--- config.mk ---
export PLATFORM = sky130hd
export DESIGN_NAME = psum_drain
export DESIGN_NICKNAME = d
export VERILOG_FILES = /design/src/rtl/psum_drain.sv
export SDC_FILE = /design/constraint.sdc
export NUM_CORES = 1
export LEC_CHECK = 0
export ABC_AREA = 0
export ABC_CLOCK_PERIOD_IN_PS = 33300
export CELL_PAD_IN_SITES_DETAIL_PLACEMENT = 1
export CELL_PAD_IN_SITES_GLOBAL_PLACEMENT = 1
export CORE_MARGIN = 1
export CORE_UTILIZATION = 40
export CTS_CLUSTER_DIAMETER = 30
export DETAILED_ROUTE_END_ITERATION = 6
export GPL_ROUTABILITY_DRIVEN = 1
export GPL_TIMING_DRIVEN = 0
export PLACE_DENSITY_LB_ADDON = 0.1
export SLEW_MARGIN = 20
export SYNTH_ARGS = -nofsm -noshare
export SYNTH_HDL_FRONTEND = slang
export SYNTH_SLANG_ARGS = --single-unit
--- constraint.sdc ---
create_clock -name clk -period 33.3 [get_ports clk]
set_input_delay 9.99 -clock clk [delete_from_list [all_inputs] [get_ports clk]]
set_output_delay 9.99 -clock clk [all_outputs]
set_load 0.03 [all_outputs]
--- src/rtl/psum_drain.sv ---
// Drains final psum vectors from the core's SRAM into a small vector FIFO and
// serializes them one psum word per beat. Define PSUM_DRAIN_RELU_EN to clamp negative words to 0.
module psum_drain #(
  parameter int psum_bw = 32,
  parameter int col     = 8,
  parameter int depth   = 4,
  parameter int cnt_bw  = 11
) (
  input  logic                   clk,
  input  logic                   reset,
  input  logic                   start,
  input  logic [cnt_bw-1:0]      num_vec,
  output logic                   vec_rd_en,
  input  logic [psum_bw*col-1:0] vec_in,
  output logic [psum_bw-1:0]     out_data,
  output logic                   out_valid,
  input  logic                   out_ready,
  output logic                   out_last,
  output logic                   busy,
  output logic                   done
);

  localparam int aw = $clog2(depth);
  localparam int lw = (col > 1) ? $clog2(col) : 1;
  localparam int vw = psum_bw * col;
  localparam logic [aw:0]   depth_v = (aw + 1)'(depth);
  localparam logic [lw-1:0] lane_max = lw'(col - 1);

  typedef enum logic {
    IDLE  = 1'b0,
    DRAIN = 1'b1
  } state_t;

  state_t            state;
  logic [cnt_bw-1:0] num_vec_q;
  logic [cnt_bw-1:0] issued;
  logic [cnt_bw-1:0] popped;
  logic              inflight;
  logic [aw:0]       fifo_count;
  logic [aw-1:0]     wr_ptr;
  logic [aw-1:0]     rd_ptr;
  logic [lw-1:0]     lane_idx;
  logic [vw-1:0]     mem [depth];

  logic [aw:0]        occupancy;
  logic [vw-1:0]      head;
  logic [psum_bw-1:0] word;
  logic               lane_end;
  logic               hs;
  logic               push;
  logic               pop;

  // Read credit counts the vector still in flight so the FIFO can never overflow.
  always_comb begin
    occupancy = fifo_count + (aw + 1)'(inflight);
    vec_rd_en = (state == DRAIN) && (issued < num_vec_q) && (occupancy < depth_v);
    out_valid = (fifo_count != '0);
    head      = mem[rd_ptr];
    word      = head[lane_idx*psum_bw +: psum_bw];
`ifdef PSUM_DRAIN_RELU_EN
    out_data  = word[psum_bw-1] ? '0 : word;
`else
    out_data  = word;
`endif
    lane_end  = (lane_idx == lane_max);
    out_last  = out_valid && lane_end && (popped == num_vec_q - cnt_bw'(1));
    hs        = out_valid && out_ready;
    push      = inflight && (state == DRAIN);
    pop       = hs && lane_end;
  end

  assign busy = (state == DRAIN);

  // NOTE: the FIFO storage is reset so out_data reads 0 out of reset; this costs
  // a reset on every entry bit, which is acceptable at this small depth.
  always_ff @(posedge clk) begin
    if (reset) begin
      for (int i = 0; i < depth; i++) mem[i] <= '0;
    end else if (push) begin
      mem[wr_ptr] <= vec_in;
    end
  end

  // NOTE: every register here uses non-blocking assignment so all updates see
  // the same pre-edge values of the combinational handshake terms above.
  always_ff @(posedge clk) begin
    if (reset) begin
      state      <= IDLE;
      num_vec_q  <= '0;
      issued     <= '0;
      popped     <= '0;
      inflight   <= 1'b0;
      fifo_count <= '0;
      wr_ptr     <= '0;
      rd_ptr     <= '0;
      lane_idx   <= '0;
      done       <= 1'b0;
    end else begin
      done     <= 1'b0;
      inflight <= vec_rd_en;
      case (state)
        IDLE: begin
          if (start) begin
            if (num_vec == '0) begin
              done <= 1'b1;
            end else begin
              state      <= DRAIN;
              num_vec_q  <= num_vec;
              issued     <= '0;
              popped     <= '0;
              fifo_count <= '0;
              wr_ptr     <= '0;
              rd_ptr     <= '0;
              lane_idx   <= '0;
            end
          end
        end
        DRAIN: begin
          if (vec_rd_en) issued <= issued + cnt_bw'(1);
          if (push) wr_ptr <= wr_ptr + aw'(1);
          if (hs) lane_idx <= lane_end ? '0 : lane_idx + lw'(1);
          if (pop) begin
            rd_ptr <= rd_ptr + aw'(1);
            popped <= popped + cnt_bw'(1);
          end
          if (push && !pop)      fifo_count <= fifo_count + (aw + 1)'(1);
          else if (!push && pop) fifo_count <= fifo_count - (aw + 1)'(1);
          if (hs && out_last) begin
            state <= IDLE;
            done  <= 1'b1;
          end
        end
        default: state <= IDLE;
      endcase
    end
  end

endmodule

# == Yosys cells after proc, flatten, opt, wreduce, memory -nomap -nowiden ==
# Memories as Yosys holds them, arrays and structs flattened. A register that Yosys moved wholly into a read port is not among the register bits.
# Index checks and enable logic that the tools add are counted.
# word_totals
memories,1
ramBits,1024
ff_bits,46
# classes
n_bitwise,2
n_addsub,9
eq_ne,9
n_mux,38
n_shift,1
n_reduce_logical,21
order_cmp,2
# mem_list
name,words,width,rd,rd_clocked_by_memory_dff,write_ports,line,text
mem,4,256,1,1,4,43,logic [vw-1:0] mem [depth];
# ops
cell,n
256-bit two-way mux,1
256-bit OR reduction,1
256-bit by 9-bit variable part select with 32-bit output,1
11-bit two-way mux,4
11-bit one-hot mux with 2 select lines,2
11-bit by 1-bit adder with 11-bit output (second input constant),2
3-bit two-way mux,6
3-bit AND reduction,6
2-bit two-way mux,7
1-bit two-way mux,12
3-bit one-hot mux with 2 select lines,2
11-bit == test,1
11-bit zero test,1
11-bit < comparator,1
11-bit by 1-bit subtractor with 11-bit output (second input constant),1
1-bit logical AND,10
2-bit one-hot mux with 2 select lines,2
3-bit by 1-bit adder with 3-bit output (second input constant),2
2-bit by 1-bit inequality test with 1-bit output (second input constant),3
2-bit inequality test (second input constant),3
2-bit by 1-bit adder with 2-bit output (second input constant),2
1-bit one-hot mux with 2 select lines,2
3-bit by 1-bit adder with 3-bit output,1
3-bit == test (second input constant),1
6 further kinds,8

# == Longest topological paths before layout ==
# Gate-level depths: netlist (run 1).
# logic_depth
ltp_word,7
ltp_mapped,11
mapped_depth_nobuf,9

# == Worst setup path after synthesis (run 1) ==
# No wires, ideal clock.
# synth_path
path_type,input -> register
startpoint,input reset
endpoint,memory mem[0][0] (netlist bit) (enable)
setup_slack_ns,15.762
required_ns,32.372
arrival_time_ns,16.610
path_buffers,2
path_stages,3
cell_sequence,clkbuf_1 clkbuf_1 o21bai_1
# synth_rtl
element,line,text
from (decl),10,"input logic reset,"
to (decl),43,

==> results of run 1 <==
-- final timing paths --
| check | from | slack (ns) | cells past startpoint | to |
|---|---|---|---|---|
| setup / recovery | register | 18.45 | 6 | out_data[22] |
| setup reg to reg | busy | 29.22 | 7 | mem[0][53] |
| hold reg to reg | issued[1] | 0.51 | 2 | issued[1] |
| hold / removal | issued[1] | 0.51 | 2 | issued[1] |
-- layout make-up --
cell class	count	area [µm²]	share of cell area (%)
diodes	1	2.50	0.00410
plain buffers	208	903	1.48
clock buffers	268	5950	9.75
clock inverters	160	1870	3.06
inverters	273	1020	1.68
multi-input cells	1640	13200	21.6
flip-flops and latches	1072	31700	52.0
well taps	1524	1910	3.13
repair buffers	362	4460	7.31
-- registers in the layout (all words and copies together), names as in the netlist, named ones only --
name	flops
num_vec_q	11
mem	1024
issued	11
lane_idx	3
fifo_count	3
busy	1
inflight	1
wr_ptr	2
rd_ptr	2
done	1
popped	11
-- logic make-up after synthesis --
logic type | after synthesis
AO/OA/AOI/OAI | 67
buffers and inverters | 481
flip-flops | 1072
XOR/XNOR | 29
multiplexers | 361
adder cells (fa/ha/maj) | 16
AND/OR/NAND/NOR | 1167
-- worst max-delay path: stages, from the launching register on --
cell and delay, ns:
dfxtp_1 0.37, buf_1 0.71, clkbuf_1 0.88, mux4_2 0.50, mux4_2 0.59, mux2_2 0.37
clkdlybuf4s50_1 0.62
-- cell usage after synthesis (all sizes together) (2+ instances only) --
cell,number
o21a,2
nand2,288
o21ai,10
or2,3
xor2,15
nand4,11
or4,4
nor2b,2
clkbuf,152
or3,6
and3,7
nor2,813
a22oi,2
o41ai,2
nand2b,3
nor3,12
buf,56
a31oi,3
nand3,7
a32oi,2
edfxtp,1024
dfxtp,48
nor4b,2
a21oi,24
o211ai,4
a311oi,2
mux2,34
mux2i,7
xnor2,14
nand3b,2
o311a,2
nor4,5
mux4,320
inv,273
o21bai,5
ha,15
-- report_power, final --
part,internal (mW),switching (mW),total [mW]
Sequential,1.53,0.0154,1.54
Clock,1.54,0.746,2.29
Combinational,0.0830,0.103,0.186
-- placed cells by master (no fill, tap or decap), drive strengths merged, types with 24 or more instances in the layout --
cell type and count:
edfxtp 1024, nor2 813, clkbuf 422, mux4 320
clkdlybuf4s50 306, nand2 288, inv 287, buf 110
clkinv 81, dfxtp 48, bufinv 36, mux2 34
clkinvlp 29, a21oi 24
-- metal layers --
metal  share of wire [%]  wire length [µm]  global-route usage (%)  vias up
met4                 3.8              6180                    11.1        4
met2                  47             76500                    43.8     1354
li1                    -                 -                       -    12800
met3                 8.8             14200                    7.31      274
met1                  40             64400                    36.4    15900
met5               0.017                27                       0        -
-- through the flow --
step           cell area (µm²)  hold slack [ns]  power [mW]  worst slack [ns]  utilization (%)
2_1_floorplan            46700            0.456        1.66             15.76                -
3_3_place_gp             51700            0.493        1.78              7.75             44.6
3_5_place_dp             53200            0.499        1.75             19.30             45.8
4_1_cts                  61000            0.505        4.04             18.44             52.5
5_1_grt                  61000            0.534        4.10             18.37             52.5
6_report                 61000            0.506        4.02             18.45             52.5
==> flow_summary.ini, run 1 <==
[clock_network]
cts_resized = 0
cts_root_buffer = clkbuf_16
clock_latency_ns = 0.81
post_cts_buffers = 0
h-tree-depth = 4
numCtsBuffers = 227
cts_tree = yes
clk_path_buf_depth = 3
hold_buffers = 0
clkTransAtPathRegs_ns = 0.05
clkSinkCount = 1072

[grt]
antenna_found_initial = 11
grt_overflow_total = 0
grt_pass1_wl_mm = 228
track_usage_pct = 27.7
grt_pass1_vias = 32200
grt_max_degree = 41

[finish]
drive_gt1_share_pct = 21.0
final_cells = 5508
nets = 4071
nFillCells = 11200
syn2layout_area_growth_pct = 30.5

[logic_synthesis]
syn_area_um2 = 46700
netlist_instances = 3193
yosysTopAreaCellShare_pct = 65.8
synth_top_family_by_area = multiplexers
synth_fa_ha_area_share_pct = 0.444
synthSimpleGateAreaFrac_pct = 9.73
synthXorXnorAreaFrac_pct = 0.543
syn_avg_cell_area_um2 = 14.6
post-synth-top-area-cell = edfxtp_1
ys.flop_type = edfxtp_1
synth_edf_count = 1024
synth_seq_cells = 1072
postSynthNetCount = 3480
synth_warnings = 0
synth_area_leaders = edfxtp_1, mux4_2, nor2_1
synth_mux_area_share_pct = 16.4
synth-seq-area-share_pct = 67.8
synth_compound_area_share_pct = 0.940
async_flop_share_pct = 0
yosysUniqueCellTypes = 54

[critical_path]
start_kind = register
crit_type = register to output pin
cp-end-kind = output pin
crit_required_ns = 23.31
arrival_ns = 4.86
crit_fanout = 10

[floorplan]
die_h_um = 344
num_rows = 125
io_pins = 308
fp.dieW_um = 344
die_area_um2 = 118000
start_util_pct = 40.3
core_area_um2 = 116000

[place]
placement.io_buffers = 306
dp_cells = 5079
gp_congestion = 0.823
hpwl_mm = 114

[drt]
dr_total_vias = 30400
viasPerCell = 5.51
dr.first_iter.drc_count = 2990
drt_pass1_iterations = 5
totalWireLength_mm = 161
drcViolationCount = 0
wl_per_cell_um = 29.3
ant_nets = 0

[sta]
layout_min_cycle_time_ns = 14.85
finalCritPeriodShare_pct = 44.6
grt_setup_unrepaired = false
max_freq_mhz = 67.3
finalSetupViolCount = 0
final_max_slew_viol_count = 0
slew_headroom_pct = 20.2
tightest_slew_ns = 1.20
finalSetupTns_ns = 0
finClkSkew_ns = 0.0275
finalHoldViolCount = 0

[power]
leakagePower_nw = 23.1
peakVddDrop_v = 0.0000578
power.density_nw_per_um2 = 65.9

[hold_path]
hp-class = register to register

[flow_run]
maxCapViolations = 0

[outcome]
outcome = finished, final reports clean
No activity file was read; power rests on OpenSTA's default activity.
==> run 2, diff against run 1 <==
--- a/config.mk
+++ b/config.mk
@@ -6,7 +6,7 @@
 export NUM_CORES = 1
 export LEC_CHECK = 0
 export ABC_AREA = 0
-export ABC_CLOCK_PERIOD_IN_PS = 33300
+export ABC_CLOCK_PERIOD_IN_PS = 13400
 export CELL_PAD_IN_SITES_DETAIL_PLACEMENT = 1
 export CELL_PAD_IN_SITES_GLOBAL_PLACEMENT = 1
 export CORE_MARGIN = 1
==> constraint.sdc (replaced) <==
create_clock -name clk -period 13.4 [get_ports clk]
set_input_delay 4.02 -clock clk [delete_from_list [all_inputs] [get_ports clk]]
set_output_delay 4.02 -clock clk [all_outputs]
set_load 0.03 [all_outputs]
==> results of run 2 <==
The final DEF is identical to that of run 1. Status: finished, final reports clean.
Main changes from that run: setup slack after placement 19.30 ns -> 5.37 ns; setup slack after layout 18.45 ns -> 4.52 ns; register-to-register setup slack 29.22 ns -> 9.32 ns; total power 4.02 mW -> 9.98 mW; worst IR drop on VDD 0.0000578 V -> 0.000144 V
